`config.mk`:
```
export PLATFORM = sky130hd
export DESIGN_NAME = ram_port_arbiter
export DESIGN_NICKNAME = d
export VERILOG_FILES = /design/src/rtl/ram_port_arbiter_pkg.sv /design/src/rtl/ram_port_arbiter_buffer.sv /design/src/rtl/ram_port_arbiter.sv
export SDC_FILE = /design/constraint.sdc
export NUM_CORES = 1
export LEC_CHECK = 0
export BUFFER_PORTS_ARGS = -buffer_cell sky130_fd_sc_hd__buf_2
export CAP_MARGIN = 30
export CORE_AREA = 2 2 288 290
export CTS_CLUSTER_SIZE = 28
export DETAILED_ROUTE_END_ITERATION = 12
export DIE_AREA = 0 0 290 292
export GPL_ROUTABILITY_DRIVEN = 0
export HOLD_SLACK_MARGIN = 0.03
export PLACE_DENSITY = 0.43
export SYNTH_ARGS = -nofsm -noshare
export SYNTH_HDL_FRONTEND = slang
export SYNTH_SLANG_ARGS = --single-unit
```
`constraint.sdc`:
```
create_clock -name clk -period 2.7 [get_ports clk]
set_clock_uncertainty 0.1 [all_clocks]
set_input_delay 0.27 -clock clk [delete_from_list [all_inputs] [get_ports clk]]
set_output_delay 0.27 -clock clk [all_outputs]
set_load 0.02 [all_outputs]
```
`src/rtl/ram_port_arbiter_pkg.sv`:
```
// Shared arbiter types: FSM state and RAM port owner encodings,
// plus the round-robin owner pick used in IDLE.
package ram_port_arbiter_pkg;

  typedef enum logic [1:0] {
    ST_IDLE  = 2'd0,
    ST_ISSUE = 2'd1,
    ST_WAIT  = 2'd2,
    ST_RESP  = 2'd3
  } arb_state_e;

  typedef enum logic {
    OWN_CACHE = 1'b0,
    OWN_IO    = 1'b1
  } owner_e;

  // Single requester wins outright; on a tie the one that did not own the
  // port last time wins.
  function automatic owner_e pick_owner(input logic   c_req,
                                        input logic   io_req,
                                        input owner_e last);
    owner_e who;
    if (c_req && io_req) begin
      who = (last == OWN_CACHE) ? OWN_IO : OWN_CACHE;
    end else if (io_req) begin
      who = OWN_IO;
    end else begin
      who = OWN_CACHE;
    end
    return who;
  endfunction

endpackage

```
`src/rtl/ram_port_arbiter_buffer.sv`:
```
// block_word_buffer: holds one cache block, written one word at a time.
//   clk_i, rst_i : clock, synchronous active-high clear
//   we_i         : write wdata_i into the word slot at offset_i
//   block_o      : assembled block
module block_word_buffer
  import ram_port_arbiter_pkg::*;
#(
  parameter int OFFSET_WIDTH = 3,
  parameter int DATA_WIDTH   = 32,
  localparam int BLOCK_WIDTH = DATA_WIDTH * (1 << OFFSET_WIDTH)
) (
  input  logic                    clk_i,
  input  logic                    rst_i,
  input  logic                    we_i,
  input  logic [OFFSET_WIDTH-1:0] offset_i,
  input  logic [DATA_WIDTH-1:0]   wdata_i,
  output logic [BLOCK_WIDTH-1:0]  block_o
);

  logic [BLOCK_WIDTH-1:0] block_q;

  always_ff @(posedge clk_i) begin
    if (rst_i) begin
      block_q <= '0;
    end else if (we_i) begin
      block_q[offset_i*DATA_WIDTH +: DATA_WIDTH] <= wdata_i;
    end
  end

  assign block_o = block_q;

endmodule

```
`src/rtl/ram_port_arbiter.sv`:
```
// ram_port_arbiter: shares one word-wide RAM port between the cache manage
// unit (8-word block refill/writeback, port locked for the whole block) and
// one I/O master (single-word accesses). Each word: IDLE -> ISSUE (one m_en
// strobe) -> WAIT (MEM_LATENCY cycles, read data captured on the last) ->
// RESP (c_ready or io_ack pulse) -> IDLE.
//   c_*  : cache side request/response, c_rblock = assembled refill block
//   io_* : I/O master request/response
//   m_*  : RAM controller port
//   grant_io, arb_state : debug view of owner and FSM state
module ram_port_arbiter
  import ram_port_arbiter_pkg::*;
#(
  parameter int OFFSET_WIDTH = 3,
  parameter int ADDR_WIDTH   = 30,
  parameter int DATA_WIDTH   = 32,
  parameter int MEM_LATENCY  = 2,
  localparam int BLOCK_SIZE  = 1 << OFFSET_WIDTH,
  localparam int BLOCK_WIDTH = DATA_WIDTH * BLOCK_SIZE
) (
  input  logic                   clk,
  input  logic                   rst,
  input  logic                   c_en,
  input  logic                   c_write,
  input  logic [ADDR_WIDTH-1:0]  c_addr,
  input  logic [BLOCK_WIDTH-1:0] c_wblock,
  output logic                   c_ready,
  output logic [BLOCK_WIDTH-1:0] c_rblock,
  input  logic                   io_req,
  input  logic                   io_we,
  input  logic [ADDR_WIDTH-1:0]  io_addr,
  input  logic [DATA_WIDTH-1:0]  io_wdata,
  output logic                   io_ack,
  output logic [DATA_WIDTH-1:0]  io_rdata,
  output logic                   m_en,
  output logic                   m_we,
  output logic [ADDR_WIDTH-1:0]  m_addr,
  output logic [DATA_WIDTH-1:0]  m_wdata,
  input  logic [DATA_WIDTH-1:0]  m_rdata,
  output logic                   grant_io,
  output logic [1:0]             arb_state
);

  localparam int CNT_W = (MEM_LATENCY > 1) ? $clog2(MEM_LATENCY) : 1;
  localparam logic [CNT_W-1:0]        WAIT_LAST = CNT_W'(MEM_LATENCY - 1);
  localparam logic [OFFSET_WIDTH-1:0] LAST_OFF  = '1;

  arb_state_e             state_q, state_d;
  owner_e                 owner_q, owner_d;
  owner_e                 last_owner_q, last_owner_d;
  logic                   lock_q, lock_d;
  logic [ADDR_WIDTH-1:0]  addr_q, addr_d;
  logic                   we_q, we_d;
  logic [DATA_WIDTH-1:0]  wdata_q, wdata_d;
  logic [CNT_W-1:0]       cnt_q, cnt_d;
  logic [DATA_WIDTH-1:0]  io_rdata_q, io_rdata_d;

  logic                   grant;
  owner_e                 sel;
  logic [DATA_WIDTH-1:0]  c_word;
  logic                   buf_we;

  assign c_word = c_wblock[c_addr[OFFSET_WIDTH-1:0]*DATA_WIDTH +: DATA_WIDTH];

  // Refill words land in the block buffer on the last WAIT cycle.
  assign buf_we = (state_q == ST_WAIT) && (cnt_q == '0) &&
                  (owner_q == OWN_CACHE) && !we_q;

  block_word_buffer #(
    .OFFSET_WIDTH(OFFSET_WIDTH),
    .DATA_WIDTH  (DATA_WIDTH)
  ) u_rbuf (
    .clk_i   (clk),
    .rst_i   (rst),
    .we_i    (buf_we),
    .offset_i(addr_q[OFFSET_WIDTH-1:0]),
    .wdata_i (m_rdata),
    .block_o (c_rblock)
  );

  always_ff @(posedge clk) begin
    if (rst) begin
      state_q      <= ST_IDLE;
      owner_q      <= OWN_CACHE;
      last_owner_q <= OWN_IO;
      lock_q       <= 1'b0;
      addr_q       <= '0;
      we_q         <= 1'b0;
      wdata_q      <= '0;
      cnt_q        <= '0;
      io_rdata_q   <= '0;
    end else begin
      state_q      <= state_d;
      owner_q      <= owner_d;
      last_owner_q <= last_owner_d;
      lock_q       <= lock_d;
      addr_q       <= addr_d;
      we_q         <= we_d;
      wdata_q      <= wdata_d;
      cnt_q        <= cnt_d;
      io_rdata_q   <= io_rdata_d;
    end
  end

  always_comb begin
    state_d      = state_q;
    owner_d      = owner_q;
    last_owner_d = last_owner_q;
    lock_d       = lock_q;
    addr_d       = addr_q;
    we_d         = we_q;
    wdata_d      = wdata_q;
    cnt_d        = cnt_q;
    io_rdata_d   = io_rdata_q;
    grant        = 1'b0;
    sel          = OWN_CACHE;
    c_ready      = 1'b0;
    io_ack       = 1'b0;
    m_en         = 1'b0;
    m_we         = 1'b0;
    m_addr       = '0;
    m_wdata      = '0;

    unique case (state_q)
      ST_IDLE: begin
        // A locked port only serves the cache; a lock with no cache request
        // is dropped and arbitration resumes on the following IDLE cycle.
        if (lock_q) begin
          if (c_en) begin
            grant = 1'b1;
            sel   = OWN_CACHE;
          end else begin
            lock_d = 1'b0;
          end
        end else if (c_en || io_req) begin
          grant = 1'b1;
          sel   = pick_owner(c_en, io_req, last_owner_q);
        end

        if (grant) begin
          owner_d = sel;
          state_d = ST_ISSUE;
          if (sel == OWN_CACHE) begin
            addr_d  = c_addr;
            we_d    = c_write;
            wdata_d = c_word;
            lock_d  = 1'b1;
          end else begin
            addr_d  = io_addr;
            we_d    = io_we;
            wdata_d = io_wdata;
          end
        end
      end

      ST_ISSUE: begin
        m_en    = 1'b1;
        m_we    = we_q;
        m_addr  = addr_q;
        m_wdata = wdata_q;
        cnt_d   = WAIT_LAST;
        state_d = ST_WAIT;
      end

      ST_WAIT: begin
        if (cnt_q == '0) begin
          state_d = ST_RESP;
          if ((owner_q == OWN_IO) && !we_q) begin
            io_rdata_d = m_rdata;
          end
        end else begin
          cnt_d = cnt_q - 1'b1;
        end
      end

      ST_RESP: begin
        if (owner_q == OWN_CACHE) begin
          c_ready = 1'b1;
          if (addr_q[OFFSET_WIDTH-1:0] == LAST_OFF) begin
            lock_d = 1'b0;
          end
        end else begin
          io_ack = 1'b1;
        end
        last_owner_d = owner_q;
        state_d      = ST_IDLE;
      end

      default: state_d = ST_IDLE;
    endcase
  end

  assign io_rdata  = io_rdata_q;
  assign grant_io  = (state_q != ST_IDLE) && (owner_q == OWN_IO);
  assign arb_state = state_q;

endmodule

```
Word level (Yosys, flattened, before mapping):

Cells that the tools add are included.

* bitwise gates (word level): 2
* reductions and logical operators: 16
* muxes and demuxes: 33
* equality and inequality tests: 8
* shift-type cells: 3
* add/sub/neg operators: 2

Operators with widths (count)
* 256-bit bitwise mux: 1
* 32-bit by 34-bit variable shift with 256-bit output, first input constant: 1
* 256-bit by 9-bit variable part select with 32-bit output: 1
* 32-bit by 34-bit variable part select with 256-bit output: 1
* 32-bit 2-to-1 mux: 2
* 30-bit 2-to-1 mux: 2
* 8-bit negation with 34-bit output: 1
* 1-bit 2-to-1 mux: 23
* 2-bit != test, second input constant: 4
* 2-bit one-hot mux with 4 select lines: 1
* 1-bit logical AND: 6
* 3-bit AND reduction: 2
* 2-bit nonzero test: 3
* 2-bit == test, second input constant: 2
* 2-bit 2-to-1 mux: 2
* 1-bit one-hot mux with 2 select lines: 2
* 2-bit AND reduction: 2
* 3-bit == test, second input constant: 1
* 2-bit by 1-bit == test with 1-bit output, second input constant: 1
* 2-bit zero test: 1
* 1-bit inverter: 2
* 1-bit zero test: 1
* 1-bit logical OR: 1
* 1-bit subtractor, second input constant: 1

* word-level logic and storage cells: 74
* bits in registers: 357
* output and inout port bits: 357
* input bits: 386

Depth between registers and ports, before layout:

Gate-level depths: netlist (run 1).

* word-level depth: 8
* mapped depth: 11
* mapped depth without buffers: 7

Cells and area by module:

A second synthesis (run 1) with hierarchy kept.

* cell total of the unflattened synthesis: 1926
* area, all modules: 16920.0 um^2

Modules (own cells, without submodules)
* block_word_buffer: instances 1, cells an instance 1164, sequential area each 5124.9 um^2, area each 10351.2 um^2
* ram_port_arbiter: instances 1, cells an instance 762, sequential area each 2021.9 um^2, area each 6568.8 um^2

Least setup slack after synthesis (run 1):

No wires, ideal clock.

* kind: flip-flop to flip-flop
* from: reg addr_q[0]
* to: reg u_rbuf.block_q[86], in the netlist u_rbuf.block_o[86]
* required time: 2.530 ns
* arrival: 2.563 ns
* stages on the path, launching flop included: 11
* clock period less this slack: 2.734 ns
* path buffers: 3
* path slack: -0.034 ns
* library setup time: 0.070 ns
* path through: dfxtp_1 > clkbuf_1 > inv_1 > ha_1 > ha_1 > clkbuf_1 > nor3b_1 > and2_1 > clkbuf_1 > nand3_1 > a21oi_1

* longest elaborated chain between the ends: 3
* elaborated cells on any way between the ends: 4
* those cells by class: add/sub: 1; shift: 2; mux: 1

Ends and longest elaborated chain
* start, declared: line ram_port_arbiter.sv:51 `logic [ADDR_WIDTH-1:0] addr_q, addr_d;`
* start signal, assigned: line ram_port_arbiter.sv:96 `addr_q <= addr_d;`
* 8-bit negation with 34-bit output (*): line ram_port_arbiter_buffer.sv:26 `block_q[offset_i*DATA_WIDTH +: DATA_WIDTH] <= wdata_i;`
* 32-bit by 34-bit variable part select with 256-bit output or 32-bit by 34-bit variable shift with 256-bit output (tied branches): line ram_port_arbiter_buffer.sv:26
* 256-bit bitwise mux (*): line ram_port_arbiter_buffer.sv:26
* end signal, assigned by index: line ram_port_arbiter_buffer.sv:26
* end, declared: line ram_port_arbiter_buffer.sv:20 `logic [BLOCK_WIDTH-1:0] block_q;`

Every way passes the cells marked *; elsewhere a longest branch is shown, timed or not.
A chain may end at the register's enable or synchronous reset.

Final worst setup path (run 1):

* from: reg state_q[0], in the netlist arb_state[0]
* to: reg u_rbuf.block_q[183], in the netlist u_rbuf.block_o[183]

* longest elaborated chain between the ends: 4

Ends and longest elaborated chain
* start, declared: line ram_port_arbiter.sv:47 `arb_state_e state_q, state_d;`
* start signal, assigned: line ram_port_arbiter.sv:92 `state_q <= state_d;`
* 2-bit == test: line ram_port_arbiter.sv:65 `assign buf_we = (state_q == ST_WAIT) && (cnt_q == '0) &&`
* 1-bit logical AND (2 in series): line ram_port_arbiter.sv:65
* 1-bit logical AND: line ram_port_arbiter.sv:66 `(owner_q == OWN_CACHE) && !we_q;`

Every way passes these cells.

==> summary.md, run 1 <==
| Metric | Value |
|---|---|
| RSZ-0062 raised after global routing | false |
| Initial Utilization | 19.7% |
| FFs w/ async S/R, synth | 0% |
| Critical Path Most Common Cell | buf_4 |
| Ratio of cells with drive above 1 in the final layout | 37.5% |
| Io pins | 743 |
| Clock buffer count from CTS | 44 |
| Global-route wire length before repair | 124000 microns |
| Max VDD drop | 0.401 mV |
| Routed WL | 88700 microns |
| Seq/Total Area, Yosys | 44.4% |
| Worst path slowest cell | or4b_1 |
| Post-layout util | 29.1% |
| Height of the die | roughly 300 microns |
| Initial antenna violation count | 37 |
| Mean post-synth cell area | 8.65 sq um |
| Die ar. | 0.0847 sq mm |
| Clock sink total | 357 |
| Hold Crit Class | input pin to flop |
| Worst Tran Pin Value | 0.647 ns |
| Final TNS setup | 0 ns |
| Port bufs | 742 |
| Worst Path Buf+Inv | 4 |
| Fin crit share | 94.1% |
| Ys flop type | dfxtp_1 |
| Detailed Place HPWL | 66000 microns |
| Post-route ant nets | 0 |
| Leakage power | 10.2 nW |
| Mapped Area | around 0.016 sq mm |
| Row count | around 110 |
| Clk buf depth | 3 |
| Layout area overhead | 47.4% |
| Synthesis warning total | 0 |
| Vias in the first global route | 17300 |
| Synthesized netlist net count | approximately 2300 |
| Max frequency | 0.394 GHz |
| Post-synth EDFFs | 0 |
| Root buffer cell | clkbuf_16 |
| Vias | around 17000 |
| Hold Crit Depth | 3 |
| Design area | ~0.024 sq mm |
| Initial DRC Count | 858 |
| Final setup fails | 0 |
| Gate Count Post-Synth | 1859 |
| DP Cell Count | roughly 3500 |
| NumNets Final | 3005 |
| DR pass1 iterations | 5 |
| Worst EP arrival | 2.92 ns |
| Required @ worst endpoint | ~3.1 ns |
| Clock transition at the registers of the reported paths | ~0.060 ns |
| Final min period | 2.54 ns |
| Post-DP Area | 0.0212 sq mm |
| Final Hold Fails | 0 |
| Crit path max-delay family | simple AND/OR/NAND/NOR gates |
| Unique cell type count in the Yosys netlist | 45 |
| Via density | between 4 and 5 |
| Max-cap violations | 0 |
| Latest clock arrival within the worst-skew pair | 0.56 ns |
| CP Capture Type | flop |
| Crit-path max cell delay | between 0.5 and 0.6 ns |
| Largest net degree at the start of global routing | 134 |
| Cells on worst reg2reg path | 9 |
| Routed WL per cell | 23.8 microns |
| Synth cell count leaders | 368 x nand2_1, 357 x dfxtp_1, 219 x a21oi_1 |
| Setup crit start kind | flop |
| Post-CTS Setup Bufs | 0 |
| Critical path class | flop to flop |
| CP cell instances | inv_1 -> ha_1 -> or4b_1 -> buf_4 -> nor4_2 -> buf_12 -> buf_4 -> nand3_1 -> o21ai_0 |
| Gr usage total | 19.9% |
| DRC | 0 |
| Top cell type's share of synthesized area | about 44% |
| Number of synthesized register bits | 357 |
| Worst path depth | 9 |
| Top-count cell post-synth | nand2_1 |
| Total chip power | 16.7 mW |
| H-Tree Depth | 2 |
| CP max FO | 43 |
| Slew Viols, Final | 0 |
| Cell accounting for the most synthesized area | dfxtp_1 |
| Status | finished clean |
| GRT overflow | 0 |
| Max-slew headroom | 56.9% |
| Pwr/cell area | 706 mW/mm^2 |
| Fin cells | 3732 |
| Die W | around 290 microns |
| Core box area | 0.0816 sq mm |
| CTS tree | done |
| Synth area leaders | dfxtp_1 44%, mux4_2 9.0%, nand2_1 8.6%, a21oi_1 6.8%, nand3_1 4.4% |
[registers in the layout (all words and copies together) (netlist names)]
name	count
wdata_q	32
addr_q	30
lock_q	1
u_rbuf.block_o	256
we_q	1
io_rdata	32
cnt_q	1
owner_q	1
arb_state	2
last_owner_q	1
[cell usage in the layout, fill, tap and decap left out, types with 12 or more instances in the layout]
master         Yosys  routed
a21oi_1          219     218
a22o_1            25      25
a311oi_1          31      31
and2_1            65      65
buf_12             0      17
buf_2             11     739
buf_4              0      47
clkbuf_1         183      12
clkbuf_16          0      46
dfxtp_1          357     357
diode_2            0      18
dlygate4sd3_1      0     107
mux2_2            32      32
mux2i_1           15      15
mux4_2            64      64
nand2_1          368     368
nand2b_1          29      29
nand3_1          143     142
nand3b_1          69      69
nand4_1           34      34
nor2_1            56      53
o211ai_1          31      31
o21ai_0           57      57
[cell type report]
cell class              instances  area, sq um
diodes                         18         45.0
clock buffers                  68         1330
clock inverters                12          116
fillers                      8758        57900
inverters                       8         30.0
multi-input cells            1287         8210
flip-flops and latches        357         7150
well taps                    1070         1340
repair buffers                912         5490
[through the flow]
stage | hold slack, ns | setup WS (ns)
2_1_floorplan | 0.329 | 0.0109
3_3_place_gp | 0.336 | 0.0975
3_5_place_dp | 0.341 | 0.171
4_1_cts | 0.0304 | 0.155
5_1_grt | 0.0375 | 0.00419
6_report | 0.0416 | 0.160
[metal layers]
metal  up-vias  wire length, microns  GRT usage, %
met4         8                  3700          8.28
met5         -                    55             0
li1       8031                     -             -
met1      8379                 33300          21.5
met3       157                  5430          4.39
met2       721                 46200          37.4
[final timing paths]
check	from	end	slack, ns
worst min-delay path	m_rdata[22]	u_rbuf.block_o[22]	0.04
worst min register to register	wdata_q[30]	wdata_q[30]	0.35
worst max register to register	arb_state[0]	u_rbuf.block_o[183]	0.16
worst max-delay path	arb_state[0]	u_rbuf.block_o[183]	0.16
[logic make-up after synthesis]
logic type | share of synthesized area (%)
mux | 12.1
simple gates | 24.0
flops | 44.4
compound gates | 13.5
buf+inv | 5.24
fa+ha+maj | 0.700
[where the power goes]
part           switching, mW  internal [mW]
Sequential             0.204           5.66
Combinational           3.11           1.80
Clock                   2.45           3.50
[worst reg2reg max path, delay by kind of cell, from the launching register on]
| family | cells | cell delay, ns |
|---|---|---|
| AOI/OAI and AO/OA | 1 | 0.10 |
| buffers and inverters | 4 | 0.84 |
| DFF | 1 | 0.31 |
| and+or+nand+nor | 3 | 0.94 |
| adders and majority gates | 1 | 0.17 |
[what timing repair did]
item                                   in CTS  in global routing
hold buffers                              107                  0
resized for setup                           0                  0
endpoints found under the hold margin     143                  0
No activity file was read; power rests on OpenSTA's default activity.
==> run 2, diff against run 1 <==
--- a/config.mk
+++ b/config.mk
@@ -13,7 +13,7 @@
 export DIE_AREA = 0 0 290 292
 export GPL_ROUTABILITY_DRIVEN = 0
 export HOLD_SLACK_MARGIN = 0.03
-export PLACE_DENSITY = 0.43
+export PLACE_DENSITY_LB_ADDON = 0.25
 export SYNTH_ARGS = -nofsm -noshare
 export SYNTH_HDL_FRONTEND = slang
 export SYNTH_SLANG_ARGS = --single-unit
==> summary.md, run 2 (synthesis gave the netlist of run 1 again) <==
| Metric | Value |
|---|---|
| Status | finished clean (unchanged) |
| CP max FO | 18 (was 43) |
| Clk buf depth | 3 (unchanged) |
| Row count | 105 (unchanged) |
| Io pins | 743 (unchanged) |
| GRT overflow | 0 (unchanged) |
| Gr usage total | 19.9% (about the same) |
| Post-DP Area | 0.0213 sq mm (was 0.0212 sq mm) |
| Detailed Place HPWL | 65200 microns (was 66000 microns) |
| Worst Setup EP | addr_q[9] (was u_rbuf.block_o[183]) |
| NumNets Final | 3011 (was 3005) |
| Commonest non-fill, non-tap cell in the layout | buf_2 (unchanged) |
| Height of the die | 292 microns (unchanged) |
| Design area | 0.0239 sq mm (was 0.0237 sq mm) |
| Hold Crit Class | input pin to flop (unchanged) |
| Clock buffer count from CTS | 43 (was 44) |
| Largest net degree at the start of global routing | 86 (was 134) |
| RSZ-0062 raised after global routing | false (unchanged) |
| Routed WL per cell | 23.5 microns (was 23.8 microns) |
| Port bufs | 742 (unchanged) |
| Pwr/cell area | 720 mW/mm^2 (was 706 mW/mm^2) |
| Die ar. | 0.0847 sq mm (unchanged) |
| Cells on worst reg2reg path | 6 (was 9) |
| Latest clock arrival within the worst-skew pair | 0.55 ns (was 0.56 ns) |
| Vias in the first global route | 17000 (was 17300) |
| R2r endpoint | addr_q[9] (was u_rbuf.block_o[183]) |
| DP Cell Count | 3535 (was 3527) |
| Clock sink total | 357 (unchanged) |
| Fin crit share | 92.4% (was 94.1%) |
| DRC | 0 (unchanged) |
| Clock transition at the registers of the reported paths | 0.06 ns (about the same) |
| CP Capture Type | flop (unchanged) |
| Leakage power | 10.3 nW (was 10.2 nW) |
| Final setup fails | 0 (unchanged) |
| Layout area overhead | 48.4% (was 47.4%) |
| Max-slew headroom | 40.6% (was 56.9%) |
| Max VDD drop | 0.415 mV (was 0.401 mV) |
| Worst R2R Start | lock_q (was arb_state[0]) |
| Root buffer cell | clkbuf_16 (unchanged) |
| Post-route ant nets | 0 (unchanged) |
| Slew Viols, Final | 0 (unchanged) |
| Fill count | 8874 (was 8758) |
| Most frequent cells in the layout | 739 x buf_2, 367 x nand2_1, 357 x dfxtp_1 (was 739 x buf_2, 368 x nand2_1, 357 x dfxtp_1) |
| Max frequency | 0.401 GHz (was 0.394 GHz) |
| Critical path class | flop to flop (unchanged) |
| Ratio of cells with drive above 1 in the final layout | 37.9% (was 37.5%) |
| Final Hold Fails | 0 (unchanged) |
| Max FFs per register | 256 (unchanged) |
| Fin Hold WS | 0.0524 ns (was 0.0416 ns) |
| H-Tree Depth | 2 (unchanged) |
| CTS tree | done (unchanged) |
| Initial antenna violation count | 42 (was 37) |
| Required @ worst endpoint | 3.09 ns (was 3.08 ns) |
| Worst EP arrival | 2.89 ns (was 2.92 ns) |
| Global-route wire length before repair | 124000 microns (about the same) |
| Fin cells | 3738 (was 3732) |
| Core box area | 0.0816 sq mm (unchanged) |
| Final TNS setup | 0 ns (unchanged) |
| Via density | 4.59 (was 4.63) |
| Hold_sp | m_rdata[17] (was m_rdata[22]) |
| Worst Tran Pin Value | 0.891 ns (was 0.647 ns) |
| Reg2reg setup slack | 0.21 ns (was 0.16 ns) |
| Vias | 17200 (was 17300) |
| Final min period | 2.49 ns (was 2.54 ns) |
| Routed WL | 87800 microns (was 88700 microns) |
| Max-cap violations | 0 (unchanged) |
| Die W | 290 microns (unchanged) |
| Critical Path Start | lock_q (was arb_state[0]) |
| DR pass1 iterations | 5 (unchanged) |
| Initial DRC Count | 1090 (was 858) |
| Initial Utilization | 19.7% (unchanged) |
| Setup crit start kind | flop (unchanged) |
run 2: changes by cell type in the layout (fill, tap and decap cells not counted), sizes merged, moves of 5 or more:
cell | before | now
diode | 18 | 23
clkbuf | 68 | 60
dlygate4sd3 | 107 | 101
bufinv | 1 | 6
clkinvlp | 5 | 0
buf | 805 | 818
run 2: power by group:
part           total (mW)  switching (mW)  internal (mW)  leakage (nW)
clock network        6.19            2.42           3.77         0.725
registers            5.85           0.186           5.66          2.89
logic                5.17            3.18           1.99          6.70
run 2: timing repair:
item,CTS,global route
resized for setup,0,1
endpoints found under the hold margin,121,0
setup endpoints to repair,0,10
hold buffers,101,0
setup buffers,0,5
run 2: stage by stage:
stage / setup slack, ns / utilization, % / power [mW]
after floorplan: 0.0109 / - / 8.58
after global placement: 0.319 / 26.1 / 10.8
after detailed placement: 0.286 / 26.1 / 10.8
after CTS: 0.133 / 29.1 / 17.4
after global routing: 0.00522 / 29.3 / 18.0
final: 0.206 / 29.3 / 17.2
run 2: worst min path at each step:
stage                           to  depth (start not counted)
3_5_place_dp   u_rbuf.block_o[244]                          2
6_report       u_rbuf.block_o[145]                          3
2_1_floorplan           addr_q[10]                          2
5_1_grt         u_rbuf.block_o[81]                          3
3_3_place_gp    u_rbuf.block_o[99]                          2
4_1_cts         u_rbuf.block_o[77]                          3
run 2: area by class of cell:
type | count | area [sq um] | share of cell area [%]
antenna | 23 | 57.6 | 0.241
clock buffer | 60 | 1240 | 5.20
clock inverter | 14 | 224 | 0.938
inverter | 8 | 30.0 | 0.126
multi-input combinational | 1287 | 8220 | 34.4
sequential | 357 | 7150 | 29.9
tap | 1070 | 1340 | 5.61
timing repair buffer | 919 | 5620 | 23.5
run 2: critical path: stages (launching register included):
cell and delay (ns):
dfxtp_1 0.34, nand2b_1 0.28, a21oi_4 0.55, buf_12 0.23, nand2_1 0.06, a311oi_1 0.27
dlygate4sd3_1 0.59
run 2: routing by layer:
layer | track usage (%) | routed length, microns | up-vias
met2 | 35.7 | 44500 | 693
met4 | 9.60 | 4180 | 16
li1 | - | - | 8046
met3 | 4.60 | 5610 | 159
met5 | 0 | 101 | -
met1 | 22.0 | 33400 | 8236
